===== src/rtl/decode_stage_pkg.sv =====
// Shared decode encodings for the RV32I(M) ID stage: opcodes, ALU/WB/data-mode
// codes and the control bundle carried in the ID/EX register.
package decode_stage_pkg;

    localparam logic [6:0] OP_LUI    = 7'b0110111;
    localparam logic [6:0] OP_AUIPC  = 7'b0010111;
    localparam logic [6:0] OP_JAL    = 7'b1101111;
    localparam logic [6:0] OP_JALR   = 7'b1100111;
    localparam logic [6:0] OP_BRANCH = 7'b1100011;
    localparam logic [6:0] OP_LOAD   = 7'b0000011;
    localparam logic [6:0] OP_STORE  = 7'b0100011;
    localparam logic [6:0] OP_IMM    = 7'b0010011;
    localparam logic [6:0] OP_OP     = 7'b0110011;

    localparam logic [6:0] FUNCT7_BASE = 7'h00;
    localparam logic [6:0] FUNCT7_ALT  = 7'h20;
    localparam logic [6:0] FUNCT7_M    = 7'h01;

    localparam logic [4:0] ALU_ADD    = 5'd0;
    localparam logic [4:0] ALU_SUB    = 5'd1;
    localparam logic [4:0] ALU_SLL    = 5'd2;
    localparam logic [4:0] ALU_SLT    = 5'd3;
    localparam logic [4:0] ALU_SLTU   = 5'd4;
    localparam logic [4:0] ALU_XOR    = 5'd5;
    localparam logic [4:0] ALU_SRL    = 5'd6;
    localparam logic [4:0] ALU_SRA    = 5'd7;
    localparam logic [4:0] ALU_OR     = 5'd8;
    localparam logic [4:0] ALU_AND    = 5'd9;
    localparam logic [4:0] ALU_LUI    = 5'd10;
    localparam logic [4:0] ALU_MUL    = 5'd16;
    localparam logic [4:0] ALU_MULH   = 5'd17;
    localparam logic [4:0] ALU_MULHSU = 5'd18;
    localparam logic [4:0] ALU_MULHU  = 5'd19;
    localparam logic [4:0] ALU_DIV    = 5'd20;
    localparam logic [4:0] ALU_DIVU   = 5'd21;
    localparam logic [4:0] ALU_REM    = 5'd22;
    localparam logic [4:0] ALU_REMU   = 5'd23;

    localparam logic [1:0] WB_SEL_ALU = 2'd0;
    localparam logic [1:0] WB_SEL_MEM = 2'd1;
    localparam logic [1:0] WB_SEL_PC4 = 2'd2;

    localparam logic [2:0] DM_B  = 3'd0;
    localparam logic [2:0] DM_H  = 3'd1;
    localparam logic [2:0] DM_W  = 3'd2;
    localparam logic [2:0] DM_BU = 3'd4;
    localparam logic [2:0] DM_HU = 3'd5;

    typedef struct packed {
        logic       rd_wr_en;
        logic       mem_wr_en;
        logic       a_sel;
        logic       b_sel;
        logic       br_en;
        logic       jump;
        logic       is_load;
        logic [2:0] br_funct3;
        logic [1:0] wb_sel;
        logic [2:0] data_mode;
        logic [4:0] alu_sel;
        logic [4:0] rd;
        logic [4:0] rs1;
        logic [4:0] rs2;
    } ctrl_t;

    // Base integer op selected by funct3 when no funct7 alternate applies.
    function automatic logic [4:0] alu_base(input logic [2:0] f3);
        case (f3)
            3'd0:    return ALU_ADD;
            3'd1:    return ALU_SLL;
            3'd2:    return ALU_SLT;
            3'd3:    return ALU_SLTU;
            3'd4:    return ALU_XOR;
            3'd5:    return ALU_SRL;
            3'd6:    return ALU_OR;
            default: return ALU_AND;
        endcase
    endfunction

    function automatic logic [4:0] alu_m(input logic [2:0] f3);
        return {2'b10, f3};
    endfunction

endpackage


===== src/rtl/instr_decoder.sv =====
// Combinational RV32I(M) decoder: control bundle, operand usage and legality.
// Illegal words produce an all-zero bundle apart from the source indices.
module instr_decoder
    import decode_stage_pkg::*;
#(
    parameter bit EN_M = 1'b0
) (
    input  logic [31:0] instr,
    output ctrl_t       ctrl,
    output logic        uses_rs1,
    output logic        uses_rs2,
    output logic        is_div,
    output logic        illegal
);

    logic [6:0] op;
    logic [2:0] f3;
    logic [6:0] f7;
    logic       bad;
    logic       is_m;

    assign op = instr[6:0];
    assign f3 = instr[14:12];
    assign f7 = instr[31:25];

    always_comb begin
        ctrl     = '0;
        bad      = 1'b0;
        is_m     = 1'b0;
        uses_rs1 = !(op == OP_LUI || op == OP_AUIPC || op == OP_JAL);
        uses_rs2 = (op == OP_OP || op == OP_STORE || op == OP_BRANCH);
        case (op)
            OP_LUI: begin
                ctrl.rd_wr_en = 1'b1;
                ctrl.b_sel    = 1'b1;
                ctrl.alu_sel  = ALU_LUI;
            end
            OP_AUIPC: begin
                ctrl.rd_wr_en = 1'b1;
                ctrl.a_sel    = 1'b1;
                ctrl.b_sel    = 1'b1;
            end
            OP_JAL: begin
                ctrl.rd_wr_en = 1'b1;
                ctrl.jump     = 1'b1;
                ctrl.a_sel    = 1'b1;
                ctrl.b_sel    = 1'b1;
                ctrl.wb_sel   = WB_SEL_PC4;
            end
            OP_JALR: begin
                bad           = (f3 != 3'd0);
                ctrl.rd_wr_en = 1'b1;
                ctrl.jump     = 1'b1;
                ctrl.b_sel    = 1'b1;
                ctrl.wb_sel   = WB_SEL_PC4;
            end
            OP_BRANCH: begin
                bad            = (f3[2:1] == 2'b01);
                ctrl.br_en     = 1'b1;
                ctrl.a_sel     = 1'b1;
                ctrl.b_sel     = 1'b1;
                ctrl.br_funct3 = f3;
            end
            OP_LOAD: begin
                bad            = (f3 == 3'd3) || (f3[2:1] == 2'b11);
                ctrl.rd_wr_en  = 1'b1;
                ctrl.b_sel     = 1'b1;
                ctrl.wb_sel    = WB_SEL_MEM;
                ctrl.data_mode = f3;
                ctrl.is_load   = 1'b1;
            end
            OP_STORE: begin
                bad            = f3[2] || (f3[1:0] == 2'b11);
                ctrl.mem_wr_en = 1'b1;
                ctrl.b_sel     = 1'b1;
                ctrl.data_mode = f3;
            end
            OP_IMM: begin
                ctrl.rd_wr_en = 1'b1;
                ctrl.b_sel    = 1'b1;
                ctrl.alu_sel  = alu_base(f3);
                // Shift-immediates reuse funct7 as an opcode extension.
                if (f3 == 3'd1)
                    bad = (f7 != FUNCT7_BASE);
                else if (f3 == 3'd5) begin
                    if (f7 == FUNCT7_ALT)
                        ctrl.alu_sel = ALU_SRA;
                    else
                        bad = (f7 != FUNCT7_BASE);
                end
            end
            OP_OP: begin
                ctrl.rd_wr_en = 1'b1;
                if (f7 == FUNCT7_BASE)
                    ctrl.alu_sel = alu_base(f3);
                else if (f7 == FUNCT7_ALT && f3 == 3'd0)
                    ctrl.alu_sel = ALU_SUB;
                else if (f7 == FUNCT7_ALT && f3 == 3'd5)
                    ctrl.alu_sel = ALU_SRA;
                else if (EN_M && f7 == FUNCT7_M) begin
                    ctrl.alu_sel = alu_m(f3);
                    is_m         = 1'b1;
                end else
                    bad = 1'b1;
            end
            default: bad = 1'b1;
        endcase

        if (bad)
            ctrl = '0;
        ctrl.rd  = ctrl.rd_wr_en ? instr[11:7] : 5'd0;
        ctrl.rs1 = uses_rs1 ? instr[19:15] : 5'd0;
        ctrl.rs2 = uses_rs2 ? instr[24:20] : 5'd0;
    end

    assign illegal = bad;
    assign is_div  = is_m && f3[2];

endmodule


===== src/rtl/decode_stage.sv =====
// Registered ID stage: valid/ready issue into the ID/EX register with
// load-use bubbles, multi-cycle divide stall and EX-driven flush.
module decode_stage
    import decode_stage_pkg::*;
#(
    parameter bit EN_M    = 1'b0,
    parameter int DIV_LAT = 32
) (
    input  logic        clk,
    input  logic        rst_n,
    input  logic        if_vld,
    input  logic [31:0] if_instr,
    output logic        id_rdy,
    input  logic        flush,
    input  logic        ex_rdy,
    output logic        ex_vld,
    output logic        ex_illegal,
    output logic        ex_rd_wr_en,
    output logic        ex_mem_wr_en,
    output logic        ex_a_sel,
    output logic        ex_b_sel,
    output logic        ex_br_en,
    output logic        ex_jump,
    output logic [2:0]  ex_br_funct3,
    output logic [1:0]  ex_wb_sel,
    output logic [2:0]  ex_data_mode,
    output logic [4:0]  ex_alu_sel,
    output logic [4:0]  ex_rd,
    output logic [4:0]  ex_rs1,
    output logic [4:0]  ex_rs2,
    output logic        ex_is_load
);

    localparam logic [5:0] DIV_LAT_M1 = 6'(DIV_LAT - 1);

    ctrl_t      dec;
    ctrl_t      ex_q;
    logic       ex_vld_q;
    logic       ex_illegal_q;
    logic       uses_rs1;
    logic       uses_rs2;
    logic       is_div;
    logic       dec_illegal;
    logic [5:0] div_cnt;
    logic       ex_adv;
    logic       haz;
    logic       div_busy;
    logic       issue;

    instr_decoder #(.EN_M(EN_M)) u_dec (
        .instr    (if_instr),
        .ctrl     (dec),
        .uses_rs1 (uses_rs1),
        .uses_rs2 (uses_rs2),
        .is_div   (is_div),
        .illegal  (dec_illegal)
    );

    assign ex_adv   = ~ex_vld_q | ex_rdy;
    assign haz      = ex_vld_q & ex_q.is_load & (ex_q.rd != 5'd0) &
                      ((uses_rs1 & (if_instr[19:15] == ex_q.rd)) |
                       (uses_rs2 & (if_instr[24:20] == ex_q.rd)));
    assign div_busy = (div_cnt != 6'd0);
    // A flush always drains fetch so the wrong-path word is dropped.
    assign id_rdy   = flush | (ex_adv & ~haz & ~div_busy);
    assign issue    = if_vld & id_rdy & ~flush;

    always_ff @(posedge clk or negedge rst_n) begin
        if (!rst_n) begin
            ex_vld_q     <= 1'b0;
            ex_illegal_q <= 1'b0;
            ex_q         <= '0;
            div_cnt      <= 6'd0;
        end else begin
            if (flush)
                ex_vld_q <= 1'b0;
            else if (issue) begin
                ex_vld_q     <= 1'b1;
                ex_illegal_q <= dec_illegal;
                ex_q         <= dec;
            end else if (ex_adv)
                ex_vld_q <= 1'b0;

            // The divider keeps running across flushes; only reset clears it.
            if (issue && is_div)
                div_cnt <= DIV_LAT_M1;
            else if (div_busy)
                div_cnt <= div_cnt - 6'd1;
        end
    end

    assign ex_vld       = ex_vld_q;
    assign ex_illegal   = ex_illegal_q;
    assign ex_rd_wr_en  = ex_q.rd_wr_en;
    assign ex_mem_wr_en = ex_q.mem_wr_en;
    assign ex_a_sel     = ex_q.a_sel;
    assign ex_b_sel     = ex_q.b_sel;
    assign ex_br_en     = ex_q.br_en;
    assign ex_jump      = ex_q.jump;
    assign ex_br_funct3 = ex_q.br_funct3;
    assign ex_wb_sel    = ex_q.wb_sel;
    assign ex_data_mode = ex_q.data_mode;
    assign ex_alu_sel   = ex_q.alu_sel;
    assign ex_rd        = ex_q.rd;
    assign ex_rs1       = ex_q.rs1;
    assign ex_rs2       = ex_q.rs2;
    assign ex_is_load   = ex_q.is_load;

endmodule


===== config.mk =====
export PLATFORM = sky130hd
export DESIGN_NAME = decode_stage
export DESIGN_NICKNAME = d
export VERILOG_FILES = /design/src/rtl/decode_stage_pkg.sv /design/src/rtl/instr_decoder.sv /design/src/rtl/decode_stage.sv
export SDC_FILE = /design/constraint.sdc
export NUM_CORES = 1
export LEC_CHECK = 0
export CAP_MARGIN = 30
export CORE_MARGIN = 1
export CORE_UTILIZATION = 44
export DETAILED_ROUTE_END_ITERATION = 7
export GPL_TIMING_DRIVEN = 0
export PLACE_DENSITY_LB_ADDON = 0.2
export SKIP_LAST_GASP = 1
export SLEW_MARGIN = 25
export SYNTH_ARGS = -nofsm -noshare
export SYNTH_HDL_FRONTEND = slang
export SYNTH_HIERARCHICAL = 1
export SYNTH_SLANG_ARGS = --single-unit

===== constraint.sdc =====
create_clock -name clk -period 3.03 [get_ports clk]
set_input_delay 0.606 -clock clk [delete_from_list [all_inputs] [get_ports clk]]
set_output_delay 0.606 -clock clk [all_outputs]
set_load 0.01 [all_outputs]

# Word level (Yosys, flattened, before mapping)
# Cells that the tools add are included.
[totals] ff_bits=43 in_bits=37 output_inout_bits=38 elab_cells=110
[op_classes] addsub=1 n_eq_ne=21 n_mux=32 n_bitwise=16 n_reduce_logical=23
[ops] op="2-to-1 mux 35 bit" count=1
[ops] op="2-to-1 mux 5 bit" count=7
[ops] op="== test 7 x 6 -> 1 bit, second input constant" count=4
[ops] op="case mux 4 bit (7 select lines)" count=1
[ops] op="== test 7 bit, second input constant" count=3
[ops] op="2-to-1 mux 1 bit" count=16
[ops] op="case mux 5 bit (3 select lines)" count=1
[ops] op="== test 7 x 5 -> 1 bit, second input constant" count=2
[ops] op="== test 5 bit" count=2
[ops] op="bitwise AND 1 bit" count=9
[ops] op="== test 3 bit, second input constant" count=3
[ops] op="2-to-1 mux 3 bit" count=3
[ops] op="OR reduction 8 bit" count=1
[ops] op="== test 7 x 2 -> 1 bit, second input constant" count=1
[ops] op="logical NOT 7 bit" count=1
[ops] op="case mux 1 bit (7 select lines)" count=1
[ops] op="nonzero test 7 bit" count=1
[ops] op="OR reduction 7 bit" count=1
[ops] op="== test 3 x 2 -> 1 bit, second input constant" count=2
[ops] op="logical OR 1 bit" count=6
[ops] op="nonzero test 3 bit" count=2
[ops] op="nonzero test 6 bit" count=1
[ops] op="OR reduction 3 bit" count=2
[ops] op="subtractor 6 x 1 -> 6 bit, second input constant" count=1
[ops] op="13 further kinds" count=21

# Longest topological paths before layout
[depth] word_depth=15 ltp_mapped=11 depth_no_buf=9

# Hierarchy
# Netlist, hierarchy kept.
[modules_own_cells] mod="decode_stage" n_inst=1 cells_each=129 area_each_um2=1994.4 seq_area_each_um2=1076.0
[modules_own_cells] mod="instr_decoder" n_inst=1 cells_each=121 area_each_um2=754.5 seq_area_each_um2=0.0

# Worst setup path after synthesis
# No wires, ideal clock.
[synth_timing] kind="input-to-reg" startpoint="in if_instr[6]" endpoint="reg ex_q (netlist bit ex_a_sel)" setup_ps=125 arrival_ps=2389 required_time_ps=2905 setup_slack_ps=516 cell_stages=11 path_buffers=2 path_cell_list="buf_2 > nor2b_1 > nor2b_1 > a21oi_1 > nor2_1 > inv_1 > nand2_1 > o22ai_1 > a21oi_4 > buf_6 > mux2_4"
[synth_via] elab_chain_cells=14 elab_cells_between_ends=30 classes_between="eq/ne: 9; mux: 3; bitwise: 10; reduce/logical: 8"
[synth_lines] item="start, declared" line="decode_stage.sv:12" source="input logic [31:0] if_instr,"
[synth_lines] item="== test 7 x 6 -> 1 bit / == test 7 x 5 -> 1 bit (equally long branches)" line="instr_decoder.sv:30" source="uses_rs1 = !(op == OP_LUI || op == OP_AUIPC || op == OP_JAL);"
[synth_lines] item="logical OR 1 bit" line="instr_decoder.sv:30"
[synth_lines] item="logical OR 1 bit (*)" line="instr_decoder.sv:30"
[synth_lines] item="logical NOT 1 bit (*)" line="instr_decoder.sv:30"
[synth_lines] item="named net uses_rs1" line="decode_stage.sv:40" source="logic uses_rs1;"
[synth_lines] item="bitwise AND 1 bit (*)" line="decode_stage.sv:61" source="((uses_rs1 & (if_instr[19:15] == ex_q.rd)) |"
[synth_lines] item="bitwise OR 1 bit (*)" line="decode_stage.sv:61"
[synth_lines] item="bitwise AND 1 bit (*)" line="decode_stage.sv:60" source="assign haz = ex_vld_q & ex_q.is_load & (ex_q.rd != 5'd0) &"
[synth_lines] item="inverter 1 bit (*)" line="decode_stage.sv:65" source="assign id_rdy = flush | (ex_adv & ~haz & ~div_busy);"
[synth_lines] item="bitwise AND 1 bit (*) (2 in series)" line="decode_stage.sv:65"
[synth_lines] item="bitwise OR 1 bit (*)" line="decode_stage.sv:65"
[synth_lines] item="bitwise AND 1 bit (*) (2 in series)" line="decode_stage.sv:66" source="assign issue = if_vld & id_rdy & ~flush;"
[synth_lines] item="AND reduction 2 bit (no source line) (*)"
[synth_lines] item="end signal, assigned" line="decode_stage.sv:72" source="ex_q <= '0;"
[synth_lines] item="end signal, assigned" line="decode_stage.sv:80" source="ex_q <= dec;"
[synth_lines] item="end, declared" line="decode_stage.sv:37" source="ctrl_t ex_q;"
# Mark *: on every way through the listed nets, which the timed path passes. The rest lies on a longest branch.
# A chain may end at the register's enable or synchronous reset.

# Final worst setup path
[layout_timing] startpoint="in if_instr[2]" endpoint="out id_rdy"
[layout_via] elab_cells_between_ends=19 classes_between="eq/ne: 6; bitwise: 8; reduce/logical: 5"
[layout_lines] item="== test 7 x 6 -> 1 bit" line="instr_decoder.sv:31" source="uses_rs2 = (op == OP_OP || op == OP_STORE || op == OP_BRANCH);"
[layout_lines] item="logical OR 1 bit" line="instr_decoder.sv:31"
[layout_lines] item="logical OR 1 bit (*)" line="instr_decoder.sv:31"
[layout_lines] item="named net uses_rs2" line="decode_stage.sv:41" source="logic uses_rs2;"
[layout_lines] item="bitwise AND 1 bit (*)" line="decode_stage.sv:62" source="(uses_rs2 & (if_instr[24:20] == ex_q.rd)));"
[layout_lines] item="bitwise OR 1 bit (*)" line="decode_stage.sv:61"
[layout_lines] item="bitwise AND 1 bit (*)" line="decode_stage.sv:60"
[layout_lines] item="inverter 1 bit (*)" line="decode_stage.sv:65"
[layout_lines] item="bitwise AND 1 bit (*) (2 in series)" line="decode_stage.sv:65"
[layout_lines] item="bitwise OR 1 bit (*)" line="decode_stage.sv:65"
[layout_lines] item="end, declared" line="decode_stage.sv:13" source="output logic id_rdy,"
# Marks and branches as above.

==> flow_summary.ini <==
[grt]
grt_remaining_overflow = 0
grt_max_degree = 26
grt_pass1_vias = 2018
grt_use_total = 0.198
grt_pass1_wl_um = 9890
antenna_found_initial = 0

[detailed_routing]
vias_per_cell = 5.25
drt-wirelength-per-cell_um = 15.2
drc_errors = 0
drt_pass1_iterations = 4
vias = 2159
routed_wl_um = 6240
drt_iter0_drc = 104
final_antenna_net_count = 0

[worst_setup_path]
max_stage_delay_ns = 0.29
start_kind = input pin
reg2reg_depth = 8
arrival_ns = 2.28
end_kind = output port
worstPathMaxFanout = 6
worstPathRequired_ns = 2.42
cp_slowest_cell = dlygate4sd2_1
cp_cell_sequence = dlygate4sd2_1, nor4bb_1, buf_2, and3_4, nand2_2, o22ai_4, nand2_1, a21o_2, dlygate4sd2_1
crit_top_cell = dlygate4sd2_1
path_class = in2out

[clocking]
cts-buffers-inserted = 5
clkSinkCount = 43
clk_latency_ns = 0.30
htreeDepth = 2
cts-root-buf = clkbuf_8
cts_hold_buf = 0
cts_buffer_depth = 2
cts_tree = yes
clkSlewWorstSetupHoldPaths_ns = 0.09

[floorplan]
die_w_um = 81.0
core-area_um2 = 5990
rows = 28
ios = 75
initial_core_util = 0.459
die_h_um = 81.0
die-area_um2 = 6570

[pwr]
vdd_drop_max_mv = 0.296
cellPowerDensity_nw_per_um2 = 448
leakagePower_uw = 0.00165
power.total_uw = 1680

[yosys]
synth_edf_count = 0
async_flop_share = 1.00
synth_area_um2 = 2750
ys_ff_latch = 43
synth-main-ff-cell = dfrtp_1
ys_warn_count = 6
ys_seq_area_frac = 0.391
postSynthAreaPerCell_um2 = 11.0
synth.distinct_cells = 56
synthCells = 250

[finish]
mostFrequentLayoutCell = clkdlybuf4s50_1
final_nets = 373
syn_to_final_growth_pct = 36.4
finish.utilization = 0.626
drive_gt1_frac = 0.253
seq_area_um2 = 1080
final_cells = 411
final_cell_mix = 64 x clkdlybuf4s50_1, 43 x dfrtp_1, 30 x mux2_4
fillers = 489
multi_input_area_um2 = 1560
antennaDiodeCount = 0

[flow_run]
max-cap-violations = 0

[timing]
worst_slew_pin_slew_ns = 0.669
slew_viol_final = 0
rsz0062_at_grt = no
fin_hold_ws_ns = 0.238
period_share = 0.952
finalHoldViolCount = 0
min_period_ns = 2.89
setup_tns_ns = 0
relSlewSlack = 0.553
finalSetupViolations = 0
skew_ns = 0.00974
fmax_ghz = 0.347

[placed_design]
portBuffers = 72
dp.cells = 399
gp_congestion = 0.859
post-dp-hpwl_um = 4590

[worst_hold_path]
hold_class = in2async

[outcome]
run_status = completed
-- layout make-up --
class	count	share of cell area
inverter	9	0.00968
timing repair buffer	77	0.203
buffer	16	0.0374
sequential	43	0.287
clock inverter	2	0.00334
tap	75	0.0250
clock buffer	6	0.0194
multi-input combinational	183	0.415
-- final timing paths --
check / start / endpoint / slack (ns)
max: if_instr[2] / id_rdy / 0.14
min: rst_n / ex_data_mode[2] / 0.24
max reg2reg: div_cnt[0] / ex_alu_sel[3] / 0.64
min reg2reg: ex_alu_sel[0] / ex_alu_sel[0] / 0.50
max in group asynchronous: rst_n / ex_rd[1] / 2.29
min in group clk: ex_alu_sel[0] / ex_alu_sel[0] / 0.50
-- timing repair --
| item | in CTS | in global routing |
|---|---|---|
| setup buffers | 3 | 1 |
| resized for setup | 16 | 8 |
| pin swaps | 3 | 2 |
| endpoints found under the setup margin | 35 | 1 |
-- layer usage --
metal | share of wire | track usage | routed length [um]
met1 | 0.48 | 0.277 | 2970
met2 | 0.47 | 0.317 | 2940
met3 | 0.042 | 0.0315 | 259
met4 | 0.011 | 0.0500 | 66
met5 | 0 | 0 | 0
-- logic make-up after synthesis --
kind of cell,Yosys count,share of synthesized area
AO/OA/AOI/OAI,33,0.0992
AND/OR/NAND/NOR,96,0.207
flip-flops,43,0.391
other,1,0.00136
buffers and inverters,25,0.0596
adder cells (fa/ha/maj),1,0.00455
multiplexers,37,0.193
XOR/XNOR,14,0.0446
-- power breakdown --
group          total, uW  switching [uW]  internal [uW]  leakage (uW)
sequential           747            77.7            670      0.000579
clock                368             207            161     0.0000412
combinational        563             214            349       0.00103
total               1680             498           1180       0.00165
-- critical path, delay by kind of cell --
| kind | cells | cell delay (ns) |
|---|---|---|
| AOI/OAI and AO/OA | 2 | 0.30 |
| buffers and inverters | 3 | 0.74 |
| and+or+nand+nor | 4 | 0.64 |
-- registers in the layout, summed over array words and instances, names as in the netlist --
| signal | count |
|---|---|
| div_cnt | 6 |
| ex_alu_sel | 5 |
| ex_rd | 5 |
| ex_rs1 | 5 |
| ex_rs2 | 5 |
| ex_br_funct3 | 3 |
| ex_data_mode | 3 |
| ex_wb_sel | 2 |
| ex_a_sel | 1 |
| ex_b_sel | 1 |
| ex_br_en | 1 |
| ex_illegal | 1 |
| ex_is_load | 1 |
| ex_jump | 1 |
| ex_mem_wr_en | 1 |
| ex_rd_wr_en | 1 |
| ex_vld | 1 |
-- through the flow --
stage               instance area [um2]  setup WS (ns)
finish                             3750          0.145
detailed placement                 3580         -0.815
CTS                                3720        0.00154
global route                       3750         0.0848
global placement                   3570         -0.798
floorplan                          2750          0.516
-- cells in the mapped netlist (3+ instances only) --
master | number | area, um2
a21o_1 | 3 | 22.5
a21oi_1 | 5 | 25.0
a221o_1 | 3 | 30.0
and2_1 | 6 | 37.5
and3_1 | 12 | 75.1
buf_2 | 3 | 15.0
buf_4 | 3 | 22.5
buf_6 | 7 | 78.8
clkbuf_1 | 3 | 11.3
dfrtp_1 | 43 | 1080
inv_1 | 8 | 30.0
mux2_1 | 4 | 45.0
mux2_2 | 3 | 33.8
mux2_4 | 30 | 450
nand2_1 | 10 | 37.5
nand3_1 | 8 | 40.0
nor2_1 | 20 | 75.1
nor2b_1 | 13 | 81.3
nor3_1 | 5 | 25.0
o21ai_0 | 4 | 20.0
xnor2_1 | 13 | 114
Note: power is estimated with default switching activity, not from simulation.
